## src/rtl/rv_pkg.sv

```systemverilog
// Shared RV32 fetch/decode constants: base opcodes, canonical NOP and fetch FSM states.
package rv_pkg;

    localparam logic [6:0] OP_LUI    = 7'b0110111;
    localparam logic [6:0] OP_AUIPC  = 7'b0010111;
    localparam logic [6:0] OP_JAL    = 7'b1101111;
    localparam logic [6:0] OP_JALR   = 7'b1100111;
    localparam logic [6:0] OP_BRANCH = 7'b1100011;
    localparam logic [6:0] OP_STORE  = 7'b0100011;
    localparam logic [6:0] OP_IMM    = 7'b0010011;
    localparam logic [6:0] OP_LOAD   = 7'b0000011;
    localparam logic [6:0] OP_REG    = 7'b0110011;

    localparam logic [31:0] NOP = 32'h0000_0013;

    typedef enum logic {
        RUN   = 1'b0,
        FLUSH = 1'b1
    } fetch_state_e;

    // Pointer width for a ring of the given depth (at least one bit).
    function automatic int ptr_w(input int depth);
        return (depth > 1) ? $clog2(depth) : 1;
    endfunction

endpackage

```

## src/rtl/fetch_fifo.sv

```systemverilog
// Prefetch buffer holding instruction words with their PCs; head is read straight from storage flops.
module fetch_fifo
    import rv_pkg::*;
#(
    parameter int DEPTH = 2,
    parameter int PW    = ptr_w(DEPTH),
    parameter int CW    = $clog2(DEPTH + 1)
) (
    input  logic          i_clk,
    input  logic          i_rst_n,
    input  logic          i_flush,
    input  logic          i_push,
    input  logic [31:0]   i_instr,
    input  logic [31:0]   i_pc,
    input  logic          i_pop,
    output logic          o_full,
    output logic          o_empty,
    output logic [CW-1:0] o_count,
    output logic [31:0]   o_instr,
    output logic [31:0]   o_pc
);

    logic [DEPTH-1:0][31:0] mem_instr;
    logic [DEPTH-1:0][31:0] mem_pc;
    logic [PW-1:0]          wr_ptr;
    logic [PW-1:0]          rd_ptr;
    logic [CW-1:0]          count;
    logic                   do_push;
    logic                   do_pop;

    function automatic logic [PW-1:0] inc(input logic [PW-1:0] p);
        return (p == PW'(DEPTH - 1)) ? '0 : p + 1'b1;
    endfunction

    assign o_empty = (count == '0);
    assign o_full  = (count == CW'(DEPTH));
    assign o_count = count;
    assign do_pop  = i_pop && !o_empty;
    // A full buffer still accepts a push when the head leaves in the same cycle.
    assign do_push = i_push && (!o_full || do_pop);

    always_ff @(posedge i_clk or negedge i_rst_n) begin
        if (!i_rst_n) begin
            wr_ptr <= '0;
            rd_ptr <= '0;
            count  <= '0;
        end else if (i_flush) begin
            wr_ptr <= '0;
            rd_ptr <= '0;
            count  <= '0;
        end else begin
            if (do_push) wr_ptr <= inc(wr_ptr);
            if (do_pop)  rd_ptr <= inc(rd_ptr);
            case ({do_push, do_pop})
                2'b10:   count <= count + 1'b1;
                2'b01:   count <= count - 1'b1;
                default: count <= count;
            endcase
        end
    end

    always_ff @(posedge i_clk) begin
        if (do_push && !i_flush) begin
            mem_instr[wr_ptr] <= i_instr;
            mem_pc[wr_ptr]    <= i_pc;
        end
    end

    assign o_instr = o_empty ? NOP   : mem_instr[rd_ptr];
    assign o_pc    = o_empty ? '0    : mem_pc[rd_ptr];

endmodule

```

## src/rtl/instr_fetch.sv

```systemverilog
// Instruction fetch: credit-limited request issue, in-order PC tracking, prefetch buffer and
// redirect handling that drains in-flight stale responses in FLUSH.
module instr_fetch
    import rv_pkg::*;
#(
    parameter logic [31:0] RESET_PC = 32'h0000_0000,
    parameter int          DEPTH    = 2
) (
    input  logic        i_clk,
    input  logic        i_rst_n,
    output logic        o_imem_req_valid,
    input  logic        i_imem_req_ready,
    output logic [31:0] o_imem_addr,
    input  logic        i_imem_rsp_valid,
    input  logic [31:0] i_imem_rsp_data,
    input  logic        i_redirect_valid,
    input  logic [31:0] i_redirect_pc,
    output logic        o_instr_valid,
    input  logic        i_instr_ready,
    output logic [31:0] o_instr,
    output logic [31:0] o_pc
);

    localparam int PW = ptr_w(DEPTH);
    localparam int CW = $clog2(DEPTH + 1);

    fetch_state_e           state, state_nxt;
    logic [31:0]            fpc;
    logic [CW-1:0]          outstanding, out_nxt;
    logic [CW-1:0]          drop_cnt, drop_nxt;
    logic [CW-1:0]          fifo_count;
    logic [CW:0]            in_flight;
    logic [DEPTH-1:0][31:0] pcq;
    logic [PW-1:0]          pcq_wr, pcq_rd;
    logic                   req_hs, rsp_ok, rsp_keep, pop, fifo_push;
    logic                   fifo_full, fifo_empty;
    logic                   unused_bits;

    function automatic logic [PW-1:0] inc(input logic [PW-1:0] p);
        return (p == PW'(DEPTH - 1)) ? '0 : p + 1'b1;
    endfunction

    assign unused_bits = ^i_redirect_pc[1:0];

    // Slots are only freed by state already visible this cycle; a same-cycle pop gives no credit.
    assign in_flight        = {1'b0, outstanding} + {1'b0, fifo_count};
    assign o_imem_req_valid = i_rst_n && (state == RUN) && (in_flight < (CW+1)'(DEPTH));
    assign o_imem_addr      = fpc;

    assign req_hs    = o_imem_req_valid && i_imem_req_ready;
    assign rsp_ok    = i_imem_rsp_valid && (outstanding != '0);
    assign rsp_keep  = rsp_ok && (state == RUN) && !i_redirect_valid;
    assign pop       = o_instr_valid && i_instr_ready && !i_redirect_valid;
    assign fifo_push = rsp_keep && (!fifo_full || pop);
    assign o_instr_valid = !fifo_empty;

    always_comb begin
        out_nxt = outstanding;
        case ({req_hs, rsp_ok})
            2'b10:   out_nxt = outstanding + 1'b1;
            2'b01:   out_nxt = outstanding - 1'b1;
            default: out_nxt = outstanding;
        endcase
    end

    // drop_cnt is what remains in flight after this cycle, so a same-cycle response is not counted twice.
    always_comb begin
        state_nxt = state;
        drop_nxt  = drop_cnt;
        case (state)
            RUN: begin
                if (i_redirect_valid) begin
                    drop_nxt = out_nxt;
                    if (out_nxt != '0) state_nxt = FLUSH;
                end
            end
            FLUSH: begin
                if (rsp_ok) begin
                    drop_nxt = drop_cnt - 1'b1;
                    if (drop_cnt == CW'(1)) state_nxt = RUN;
                end
            end
            default: state_nxt = RUN;
        endcase
    end

    always_ff @(posedge i_clk or negedge i_rst_n) begin
        if (!i_rst_n) begin
            state       <= RUN;
            fpc         <= RESET_PC;
            outstanding <= '0;
            drop_cnt    <= '0;
            pcq_wr      <= '0;
            pcq_rd      <= '0;
        end else begin
            state       <= state_nxt;
            outstanding <= out_nxt;
            drop_cnt    <= drop_nxt;
            if (i_redirect_valid) fpc <= {i_redirect_pc[31:2], 2'b00};
            else if (req_hs)      fpc <= fpc + 32'd4;
            if (req_hs) pcq_wr <= inc(pcq_wr);
            if (rsp_ok) pcq_rd <= inc(pcq_rd);
        end
    end

    // PC queue tracks every outstanding request, stale or not, so it stays aligned with responses.
    always_ff @(posedge i_clk) begin
        if (req_hs) pcq[pcq_wr] <= fpc;
    end

    fetch_fifo #(.DEPTH(DEPTH)) u_fifo (
        .i_clk   (i_clk),
        .i_rst_n (i_rst_n),
        .i_flush (i_redirect_valid),
        .i_push  (fifo_push),
        .i_instr (i_imem_rsp_data),
        .i_pc    (pcq[pcq_rd]),
        .i_pop   (pop),
        .o_full  (fifo_full),
        .o_empty (fifo_empty),
        .o_count (fifo_count),
        .o_instr (o_instr),
        .o_pc    (o_pc)
    );

endmodule

```

## config.mk

```make
export PLATFORM = sky130hd
export DESIGN_NAME = instr_fetch
export DESIGN_NICKNAME = d
export VERILOG_FILES = /design/src/rtl/rv_pkg.sv /design/src/rtl/fetch_fifo.sv /design/src/rtl/instr_fetch.sv
export SDC_FILE = /design/constraint.sdc
export NUM_CORES = 1
export LEC_CHECK = 0
export CORE_UTILIZATION = 65
export CTS_BUF_LIST = sky130_fd_sc_hd__clkbuf_4
export CTS_CLUSTER_DIAMETER = 50
export DETAILED_ROUTE_END_ITERATION = 10
export DONT_BUFFER_PORTS = 1
export GPL_ROUTABILITY_DRIVEN = 0
export GPL_TIMING_DRIVEN = 1
export PLACE_DENSITY = 0.81
export SLEW_MARGIN = 20
export SYNTH_ARGS = -nofsm -noshare
export SYNTH_HDL_FRONTEND = slang
export SYNTH_SLANG_ARGS = --single-unit
```

## constraint.sdc

```tcl
create_clock -name i_clk -period 8.62 [get_ports i_clk]
set_input_delay 0.431 -clock i_clk [delete_from_list [all_inputs] [get_ports i_clk]]
set_output_delay 0.431 -clock i_clk [all_outputs]
set_load 0.01 [all_outputs]
```

==> flow_summary_export.csv, run 1 <==
group,metric,value,unit
outcome,status,"complete, no violations",
critical_path,crit_arrival,4.09,ns
floorplan,start_util,0.667,
global_route,grt_max_degree,64,
layout,area_growth,15.5,%
layout,fin_util,0.770,
logic_synthesis,avgSynthCellArea,14.7,um2
critical_path,crit_type,"register to register",
placement,dp.cells,780,
global_route,met3_usage,0.0766,
logic_synthesis,synth-async-reset-ratio,0.182,
flow_run,cap_viol_max_count,0,
layout,layout-drive-gt1-share,0.169,
layout,fill_cells,822,
power_and_ir_drop,p_leak,3.64,nW
timing,tns,0,ns
min_path,hp-class,"input port to register",
critical_path,cp_max_fo,13,
floorplan,num_rows,43,
logic_synthesis,syn-instance-count,629,
logic_synthesis,synth_flop_cell,"edfxtp_1",
layout,final_cell_mix,"edfxtp_1 (184), nor2_1 (84), clkbuf_4 (78)",
logic_synthesis,synth-edff-count,184,
critical_path,worstSetupPathDepth,6,
clocking,root_buffer,"clkbuf_4",
power_and_ir_drop,p_per_area,250,nW/um2
timing,hold_violations,0,
layout,design_area,10700,um2
timing,fin_ws,5.08,ns
critical_path,reg2reg_slack,5.08,ns
timing,setup_violations,0,
global_route,grt-ovfl-total,0,
critical_path,reg2reg_depth,6,
global_route,groute.usage.overall,0.255,
placement,numPortBuffers,0,
logic_synthesis,syn_area,9260,um2
critical_path,crit_path_start,"u_fifo.o_count[0]",
clocking,cts_tree,"yes",
timing,rsz0062_at_grt,"false",
floorplan,die_x,121,um
placement,hpwl,10.7,mm
critical_path,max_stage_delay,0.83,ns
clocking,cts.path.max_buffers,3,
critical_path,endpoint,"o_imem_addr[31]",
floorplan,core,13900,um2
critical_path,slowest_stage,"nor4b_4",
critical_path,path_buf_inv,0,
route,wl_per_cell,19.9,um
critical_path,crit_chain,"and2_1, fa_1, nor4b_4, nand4_1, or4_1, a31oi_1",
global_route,antenna_found_initial,1,
timing,fin_crit_sh,0.410,
critical_path,required,9.17,ns
global_route,use_met2,0.405,
timing,tightest_slew,1.12,ns
placement,pre_cts_slack,5.21,ns
critical_path,startpoint_type,"register",
global_route,global_route.peak_usage_layer,"met2",
timing,period_minus_slack,3.54,ns
timing,slew_headroom,0.255,
floorplan,io_pins,168,
route,via_per_inst,6.02,
clocking,htreeDepth,2,
timing,drv_slew,0,
route,drc,0,
route,first_pass_iters,5,
logic_synthesis,seq_area_frac_synth,0.708,
route,postRouteWirelength,18.6,mm
floorplan,dieArea,14700,um2
critical_path,cpLargestDelayFamily,"simple AND/OR/NAND/NOR gates",
timing,fin_worst_skew,0.0506,ns
critical_path,crit_path_end_kind,"register",
clocking,clk_pin_slew,0.10,ns
clocking,clock-sinks,225,
critical_path,reg2reg_from,"u_fifo.o_count[0]",
logic_synthesis,synth_cell_types,45,
power_and_ir_drop,irDropWorstVdd,170,uV
clocking,insertion_delay,0.66,ns
route,drt_iter0_markers,482,
logic_synthesis,synth_seq_cells,225,
layout,final_common_cell,"edfxtp_1",
clocking,post_cts_resize_count,0,
route,dr_total_vias,5639,
layout,nNetsFinal,795,
clocking,numCtsBuffers,53,
layout,fin_cells,937,
global_route,grtUsageMet1,0.325,
logic_synthesis,yosysWarningCount,0,
floorplan,die_h,121,um
critical_path,r2r_end,"o_imem_addr[31]",
placement,place_area,9390,um2
timing,fmax,283,MHz
global_route,grt_pass1_wl,28.4,mm
global_route,grt_pass1_vias,5538,
route,postRouteAntennaNets,0,
-- flip-flops by register name, indices dropped and copies added (netlist names) --
register	flops
u_fifo.mem_instr	64
pcq	60
u_fifo.mem_pc	60
o_imem_addr	30
drop_cnt	2
outstanding	2
u_fifo.o_count	2
pcq_rd	1
pcq_wr	1
state	1
u_fifo.rd_ptr	1
u_fifo.wr_ptr	1
-- kinds of logic (layout without fill, tap and decap cells) --
logic type | after synthesis | count (layout) | synth area share
AO/OA/AOI/OAI | 65 | 65 | 0.0464
XOR/XNOR | 12 | 12 | 0.0114
adder cells (fa/ha/maj) | 4 | 4 | 0.00622
buffers and inverters | 44 | 168 | 0.0214
flip-flops | 225 | 225 | 0.708
multiplexers | 94 | 94 | 0.106
other | 1 | 5 | 0.000405
AND/OR/NAND/NOR | 184 | 184 | 0.101
-- synth_stat cells (2+ instances only) --
| cell type | number | area share |
|---|---|---|
| a21oi_1 | 2 | 0.0011 |
| o31ai_1 | 20 | 0.016 |
| a31oi_1 | 22 | 0.015 |
| or4_1 | 18 | 0.015 |
| or3_1 | 3 | 0.0020 |
| nor4_1 | 2 | 0.0014 |
| dfrtp_1 | 41 | 0.11 |
| nand2_1 | 25 | 0.010 |
| ha_1 | 3 | 0.0041 |
| edfxtp_1 | 184 | 0.60 |
| and2_1 | 3 | 0.0020 |
| xnor2_1 | 6 | 0.0057 |
| xor2_1 | 6 | 0.0057 |
| nand4_1 | 9 | 0.0061 |
| buf_4 | 5 | 0.0041 |
| o21ai_0 | 13 | 0.0070 |
| nand3_1 | 9 | 0.0049 |
| clkbuf_1 | 24 | 0.0097 |
| nor3_1 | 6 | 0.0032 |
| nor2b_1 | 2 | 0.0014 |
| inv_1 | 5 | 0.0020 |
| nor2_1 | 86 | 0.035 |
| and4_1 | 2 | 0.0019 |
| buf_1 | 4 | 0.0016 |
| mux2_2 | 31 | 0.038 |
| mux2i_1 | 63 | 0.068 |
| o211a_1 | 2 | 0.0022 |
| buf_2 | 5 | 0.0027 |
| and3_1 | 10 | 0.0068 |
| a211oi_1 | 2 | 0.0016 |
| nor3b_1 | 2 | 0.0016 |
-- power breakdown --
group	switching, mW	leakage, nW	internal, mW	total (mW)
registers	0.124	2.14	1.32	1.44
logic	0.250	1.12	0.195	0.445
clock network	0.378	0.380	0.410	0.789
-- final cells by class --
type,count,area (um2),share of cell area
clock inverters,12,45.0,0.00421
clock buffers,78,586,0.0548
flip-flops and latches,225,6560,0.613
repair buffers,73,723,0.0676
inverters,5,18.8,0.00176
well taps,180,225,0.0211
diodes,1,2.50,0.000234
multi-input cells,363,2540,0.237
-- how the worst min path moves through the flow --
stage	start	endpoint	slack (ns)	cells past startpoint
floorplan	i_rst_n	drop_cnt[0]	0.14	0
global placement	i_rst_n	drop_cnt[1]	0.14	0
detailed placement	i_rst_n	drop_cnt[1]	0.14	0
CTS	i_instr_ready	u_fifo.rd_ptr	0.03	3
global route	i_redirect_valid	o_imem_addr[7]	0.04	2
finish	i_redirect_valid	o_imem_addr[7]	0.07	2
-- what timing repair did --
| item | CTS | global route |
|---|---|---|
| hold buffers | 66 | 0 |
| buffers inserted | 0 | 0 |
| endpoints found under the hold margin | 141 | 0 |
-- routing by layer --
| layer | wire (um) | share of wire | up-vias |
|---|---|---|---|
| li1 | - | - | 2603 |
| met1 | 7500 | 0.40 | 2733 |
| met2 | 9190 | 0.49 | 273 |
| met3 | 1570 | 0.084 | 30 |
| met4 | 369 | 0.020 | 0 |
| met5 | 0 | 0 | - |
-- stage by stage --
step	hold slack [ns]	power, mW
5_1_grt	0.0381	2.80
3_3_place_gp	0.137	1.84
6_report	0.0657	2.67
3_5_place_dp	0.137	1.87
4_1_cts	0.0282	2.69
2_1_floorplan	0.135	1.77
No activity file was read; power rests on OpenSTA's default activity.
==> inputs of run 2 (changes only) <==
--- a/config.mk
+++ b/config.mk
@@ -5,14 +5,15 @@
 export SDC_FILE = /design/constraint.sdc
 export NUM_CORES = 1
 export LEC_CHECK = 0
-export CORE_UTILIZATION = 65
+export ABC_AREA = 1
+export CORE_UTILIZATION = 59
 export CTS_BUF_LIST = sky130_fd_sc_hd__clkbuf_4
 export CTS_CLUSTER_DIAMETER = 50
 export DETAILED_ROUTE_END_ITERATION = 10
 export DONT_BUFFER_PORTS = 1
 export GPL_ROUTABILITY_DRIVEN = 0
 export GPL_TIMING_DRIVEN = 1
-export PLACE_DENSITY = 0.81
+export PLACE_DENSITY = 0.78
 export SLEW_MARGIN = 20
 export SYNTH_ARGS = -nofsm -noshare
 export SYNTH_HDL_FRONTEND = slang
==> constraint.sdc (replaced) <==
create_clock -name i_clk -period 3.1 [get_ports i_clk]
set_input_delay 0.155 -clock i_clk [delete_from_list [all_inputs] [get_ports i_clk]]
set_output_delay 0.155 -clock i_clk [all_outputs]
set_load 0.01 [all_outputs]
==> flow_summary_export.csv, run 2 <==
group,metric,value,unit
outcome,status,"complete, no violations",
critical_path,crit_type,"register to register",
floorplan,io_pins,168,
logic_synthesis,synthTopCellsByCount,"nand2_1 (419), edfxtp_1 (184), a21oi_1 (62)",
logic_synthesis,avgSynthCellArea,10.1,um2
placement,numPortBuffers,0,
global_route,grt_pass1_vias,7086,
critical_path,max_stage_delay,0.58,ns
layout,area_growth,20.3,%
critical_path,crit_chain,"nand2_1, inv_1, fa_1, nor2_1, nand4_4, nor2_4, nand3_1, o211ai_1, dlygate4sd3_1",
clocking,clock-sinks,225,
timing,fmax,346,MHz
logic_synthesis,synth_top_area_cell,"edfxtp_1",
layout,layout-drive-gt1-share,0.103,
clocking,cts_setup_buffers,0,
floorplan,start_util,0.610,
critical_path,worstSetupPathDepth,9,
clocking,clk_pin_slew,0.07,ns
timing,fin_crit_sh,0.932,
logic_synthesis,synth_seq_cells,225,
critical_path,reg2reg_depth,9,
timing,drv_slew,0,
clocking,root_buffer,"clkbuf_4",
critical_path,startpoint_type,"register",
timing,rsz0062_at_grt,"false",
power_and_ir_drop,p_per_area,728,nW/um2
logic_synthesis,synth.most_common_cell,"nand2_1",
critical_path,required,3.67,ns
clocking,cts.path.max_buffers,3,
clocking,post_cts_resize_count,0,
layout,regMostFlops,"u_fifo.mem_instr",
floorplan,die_h,131,um
layout,largest_reg_flops,64,
logic_synthesis,synth_top_area_frac,0.566,
logic_synthesis,syn-instance-count,966,
timing,hold_violations,0,
clocking,numCtsBuffers,53,
clocking,insertion_delay,0.64,ns
layout,final_common_cell,"nand2_1",
logic_synthesis,seq_area_frac_synth,0.671,
global_route,antenna_found_initial,1,
placement,hpwl,12.2,mm
min_path,hold_depth,1,
global_route,grt_max_degree,63,
floorplan,die_x,131,um
route,via_per_inst,5.28,
timing,tightest_slew,0.977,ns
layout,fin_cells,1366,
route,postRouteWirelength,21.6,mm
power_and_ir_drop,p_total,8.55,mW
floorplan,dieArea,17100,um2
logic_synthesis,synth-edff-count,184,
clocking,htreeDepth,2,
layout,final_cell_mix,"nand2_1 (419), edfxtp_1 (184), dlygate4sd3_1 (105)",
flow_run,cap_viol_max_count,0,
global_route,grt_pass1_wl,33.2,mm
logic_synthesis,synth_flop_cell,"edfxtp_1",
timing,fin_worst_skew,0.0374,ns
logic_synthesis,synth_cell_types,33,
floorplan,num_rows,46,
critical_path,path_buf_inv,2,
layout,largestRegisters,"u_fifo.mem_instr: 64 flops, pcq: 60 flops, u_fifo.mem_pc: 60 flops",
route,drc,0,
clocking,cts_tree,"yes",
floorplan,core,16000,um2
logic_synthesis,syn_area,9760,um2
timing,setup_violations,0,
timing,slew_headroom,0.349,
critical_path,slowest_stage,"dlygate4sd3_1",
placement,dp.cells,1155,
timing,period_minus_slack,2.89,ns
critical_path,cpLargestDelayFamily,"simple AND/OR/NAND/NOR gates",
global_route,groute.usage.overall,0.256,
critical_path,crit_arrival,3.46,ns
logic_synthesis,yosysWarningCount,0,
power_and_ir_drop,irDropWorstVdd,390,uV
route,wl_per_cell,15.8,um
route,first_pass_iters,4,
layout,fill_cells,1102,
layout,fin_util,0.734,
critical_path,cp_max_fo,24,
min_path,hp-class,"input port to register",
critical_path,crit_path_end_kind,"register",
route,dr_total_vias,7215,
power_and_ir_drop,p_leak,4.69,nW
logic_synthesis,synth-async-reset-ratio,0.182,
logic_synthesis,ys_top_cells_by_area,"edfxtp_1 (57%), nand2_1 (16%), dfrtp_1 (11%), a21oi_1 (3.2%), inv_1 (2.3%)",
global_route,grt-ovfl-total,0,
layout,nNetsFinal,1175,
route,postRouteAntennaNets,0,
route,drt_iter0_markers,384,
## run 2: changes by cell type in the layout (fill, tap and decap cells not counted), moves of 31 or more
| cell | change |
|---|---|
| nand2_1 | +394 |
| mux2i_1 | -63 |
| a21oi_1 | +60 |
| inv_1 | +54 |
| dlygate4sd3_1 | +40 |
| nor2_1 | -33 |
| mux2_2 | -31 |
## run 2: logic make-up (layout without fill, tap and decap cells)
family          count (synthesis)  after routing  share of synthesized area
other cells                     1              9                   0.000384
compound gates                 98             98                     0.0531
simple gates                  522            522                      0.213
buf+inv                       101            277                     0.0428
fa+ha+maj                       4              4                    0.00590
flops                         225            225                      0.671
xor+xnor                       15             15                     0.0135
## run 2: per-layer routing
metal / track usage / share of wire / vias up
li1: - / - / 3487
met1: 0.299 / 0.39 / 3345
met2: 0.433 / 0.48 / 326
met3: 0.0765 / 0.092 / 57
met4: 0.125 / 0.032 / 0
met5: 0 / 0 / -
## run 2: cell type report
class | count | area [um2] | area share
inverter | 64 | 240 | 0.0204
antenna | 5 | 12.5 | 0.00106
sequential | 225 | 6550 | 0.558
multi-input combinational | 643 | 2830 | 0.241
clock inverter | 22 | 86.3 | 0.00735
clock buffer | 77 | 578 | 0.0492
timing repair buffer | 114 | 1180 | 0.100
tap | 216 | 270 | 0.0230
## run 2: worst paths after layout
check | from | slack (ns) | end
max | u_fifo.o_count[0] | 0.21 | o_imem_addr[5]
min | i_imem_rsp_data[2] | 0.19 | u_fifo.mem_instr[2]
max reg2reg | u_fifo.o_count[0] | 0.21 | o_imem_addr[5]
min reg2reg | pcq[17] | 0.54 | u_fifo.mem_pc[17]
max in group asynchronous | i_rst_n | 2.25 | u_fifo.rd_ptr
min in group asynchronous | i_rst_n | 0.61 | o_imem_addr[9]
## run 2: through the flow
step / TNS [ns] / area [um2] / setup slack [ns] / hold slack (ns)
finish: 0 / 11700 / 0.212 / 0.187
detailed placement: 0 / 9970 / 0.657 / -0.139
floorplan: -117.43 / 9770 / -0.947 / -0.141
CTS: 0 / 11700 / 0.233 / 0.00564
global placement: 0 / 9970 / 0.703 / -0.139
global route: 0 / 11700 / 0.0388 / 0.106
## run 2: report_power, final
part,switching [mW],internal (mW)
clock,1.10,1.15
sequential,0.361,3.73
combinational,1.57,0.652
## run 2: repair_timing
item,CTS,global route
hold endpoints to repair,145,6
endpoints found under the setup margin,0,0
hold buffers,106,1
==> inputs of run 3 (changes only) <==
--- a/config.mk
+++ b/config.mk
@@ -5,7 +5,6 @@
 export SDC_FILE = /design/constraint.sdc
 export NUM_CORES = 1
 export LEC_CHECK = 0
-export ABC_AREA = 1
 export CORE_UTILIZATION = 59
 export CTS_BUF_LIST = sky130_fd_sc_hd__clkbuf_4
 export CTS_CLUSTER_DIAMETER = 50
==> flow_summary_export.csv, run 3 (synthesis results as in run 1) <==
group,metric,value,unit
timing,setup_violations,0,
global_route,grt_max_degree,60,
critical_path,cpLargestDelayFamily,"buffers and inverters",
floorplan,num_rows,45,
route,top_layer_used,"met4",
layout,layout-drive-gt1-share,0.189,
route,drc,0,
placement,pre_cts_slack,0.116,ns
outcome,status,"complete, no violations",
clocking,cts.path.max_buffers,3,
route,drt_iter0_markers,346,
layout,largest_reg_flops,64,
timing,fmax,336,MHz
global_route,grt_pass1_vias,5943,
critical_path,crit_type,"register to register",
route,m1WireLength,7.57,mm
clocking,insertion_delay,0.66,ns
critical_path,max_stage_delay,0.55,ns
layout,fill_cells,964,
power_and_ir_drop,p_leak,3.77,nW
layout,ff_latch_area,6560,um2
timing,fin_ws,0.120,ns
critical_path,crit_path_end_kind,"register",
layout,final_common_cell,"edfxtp_1",
timing,slew_headroom,0.380,
floorplan,core,15300,um2
critical_path,path_buf_inv,3,
placement,numPortBuffers,0,
route,dr_wl_met2,9.53,mm
timing,tns,0,ns
global_route,antenna_found_initial,0,
route,postRouteWirelength,18.9,mm
floorplan,start_util,0.607,
timing,drv_slew,0,
layout,multi_input_area,2550,um2
route,dr_total_vias,5777,
clocking,clk_pin_slew,0.07,ns
flow_run,cap_viol_max_count,0,
route,wl_per_cell,19.1,um
timing,fin_crit_sh,0.961,
critical_path,crit_chain,"and2_1, fa_1, nor4b_4, buf_4, buf_6, nand4_1, a221o_1, dlygate4sd3_1",
route,first_pass_iters,5,
critical_path,startpoint_type,"register",
floorplan,die_x,127,um
route,postRouteAntennaNets,0,
timing,fin_worst_skew,0.0373,ns
layout,n_antenna_cell,0,
clocking,clock-sinks,225,
critical_path,cp_max_fo,6,
power_and_ir_drop,irDropWorstVdd,570,uV
power_and_ir_drop,p_per_area,700,nW/um2
clocking,root_buffer,"clkbuf_4",
timing,rsz0062_at_grt,"false",
min_path,hp-class,"input port to asynchronous set/reset pin",
floorplan,die_h,127,um
global_route,grt_pass1_wl,29.7,mm
global_route,grt-ovfl-total,0,
floorplan,dieArea,16200,um2
global_route,groute.usage.overall,0.238,
power_and_ir_drop,p_total,7.70,mW
critical_path,reg2reg_from,"u_fifo.o_count[0]",
clocking,cts_tree,"yes",
placement,hpwl,11.1,mm
layout,largestRegisters,"u_fifo.mem_instr: 64 flops, pcq: 60 flops, u_fifo.mem_pc: 60 flops",
critical_path,slowest_stage,"dlygate4sd3_1",
critical_path,reg2reg_depth,8,
floorplan,io_pins,168,
layout,regMostFlops,"u_fifo.mem_instr",
timing,period_minus_slack,2.98,ns
route,via_per_inst,5.85,
critical_path,required,3.64,ns
critical_path,reg2reg_slack,0.12,ns
critical_path,r2r_end,"o_imem_addr[9]",
layout,area_growth,18.8,%
layout,nNetsFinal,817,
route,wl_met3,1.37,mm
clocking,numCtsBuffers,55,
timing,tightest_slew,0.927,ns
layout,final_cell_mix,"edfxtp_1 (184), nor2_1 (84), clkbuf_4 (75)",
timing,hold_violations,0,
critical_path,crit_arrival,3.51,ns
clocking,htreeDepth,2,
## run 3: timing repair
item | in CTS | in global routing
setup buffers | 0 | 7
gates resized for setup | 0 | 5
hold endpoints to repair | 161 | 0
endpoints found under the setup margin | 0 | 13
hold buffers | 73 | 0
## run 3: worst max path at each step
| stage | startpoint | endpoint | slack [ns] | depth (start not counted) |
|---|---|---|---|---|
| 2_1_floorplan | state | u_fifo.mem_instr[0] | 0.09 | 3 |
| 3_3_place_gp | u_fifo.o_count[0] | o_imem_addr[15] | 0.19 | 7 |
| 3_5_place_dp | u_fifo.o_count[0] | o_imem_addr[15] | 0.12 | 7 |
| 4_1_cts | u_fifo.o_count[0] | o_imem_addr[9] | 0.04 | 8 |
| 5_1_grt | u_fifo.o_count[0] | o_imem_addr[9] | 0.006 | 8 |
| 6_report | u_fifo.o_count[0] | o_imem_addr[9] | 0.12 | 8 |
## run 3: layout make-up
| class | count | share of cell area |
|---|---|---|
| Sequential cell | 225 | 0.596 |
| Multi-Input combinational cell | 363 | 0.232 |
| Timing Repair Buffer | 93 | 0.0845 |
| Clock buffer | 75 | 0.0512 |
| Tap cell | 211 | 0.0240 |
| Clock inverter | 16 | 0.0105 |
| Inverter | 5 | 0.00171 |
## run 3: metrics by stage
stage | util | area, um2 | std cells | hold WS (ns)
after floorplan | - | 9280 | 632 | -0.141
after global placement | 0.623 | 9500 | 817 | -0.140
after detailed placement | 0.623 | 9500 | 817 | -0.140
after CTS | 0.716 | 10900 | 981 | 0.0143
after global routing | 0.721 | 11000 | 988 | 0.0488
final | 0.721 | 11000 | 988 | 0.0613
## run 3: power by group
group          switching, mW  internal (mW)  total, mW
combinational          0.793          0.600       1.39
sequential             0.285           3.66       3.94
clock                   1.09           1.28       2.36
total                   2.17           5.53       7.70
## run 3: routing by layer
| metal | up-vias | GRT usage |
|---|---|---|
| met2 | 268 | 0.412 |
| met4 | 0 | 0.113 |
| met1 | 2830 | 0.282 |
| li1 | 2638 | - |
| met5 | - | 0 |
| met3 | 41 | 0.0549 |
## run 3: worst reg2reg max path: stages, from the launching register on
cell	delay, ns
dfrtp_2	0.46
and2_1	0.18
fa_1	0.48
nor4b_4	0.41
buf_4	0.22
buf_6	0.12
nand4_1	0.11
a221o_1	0.33
dlygate4sd3_1	0.55
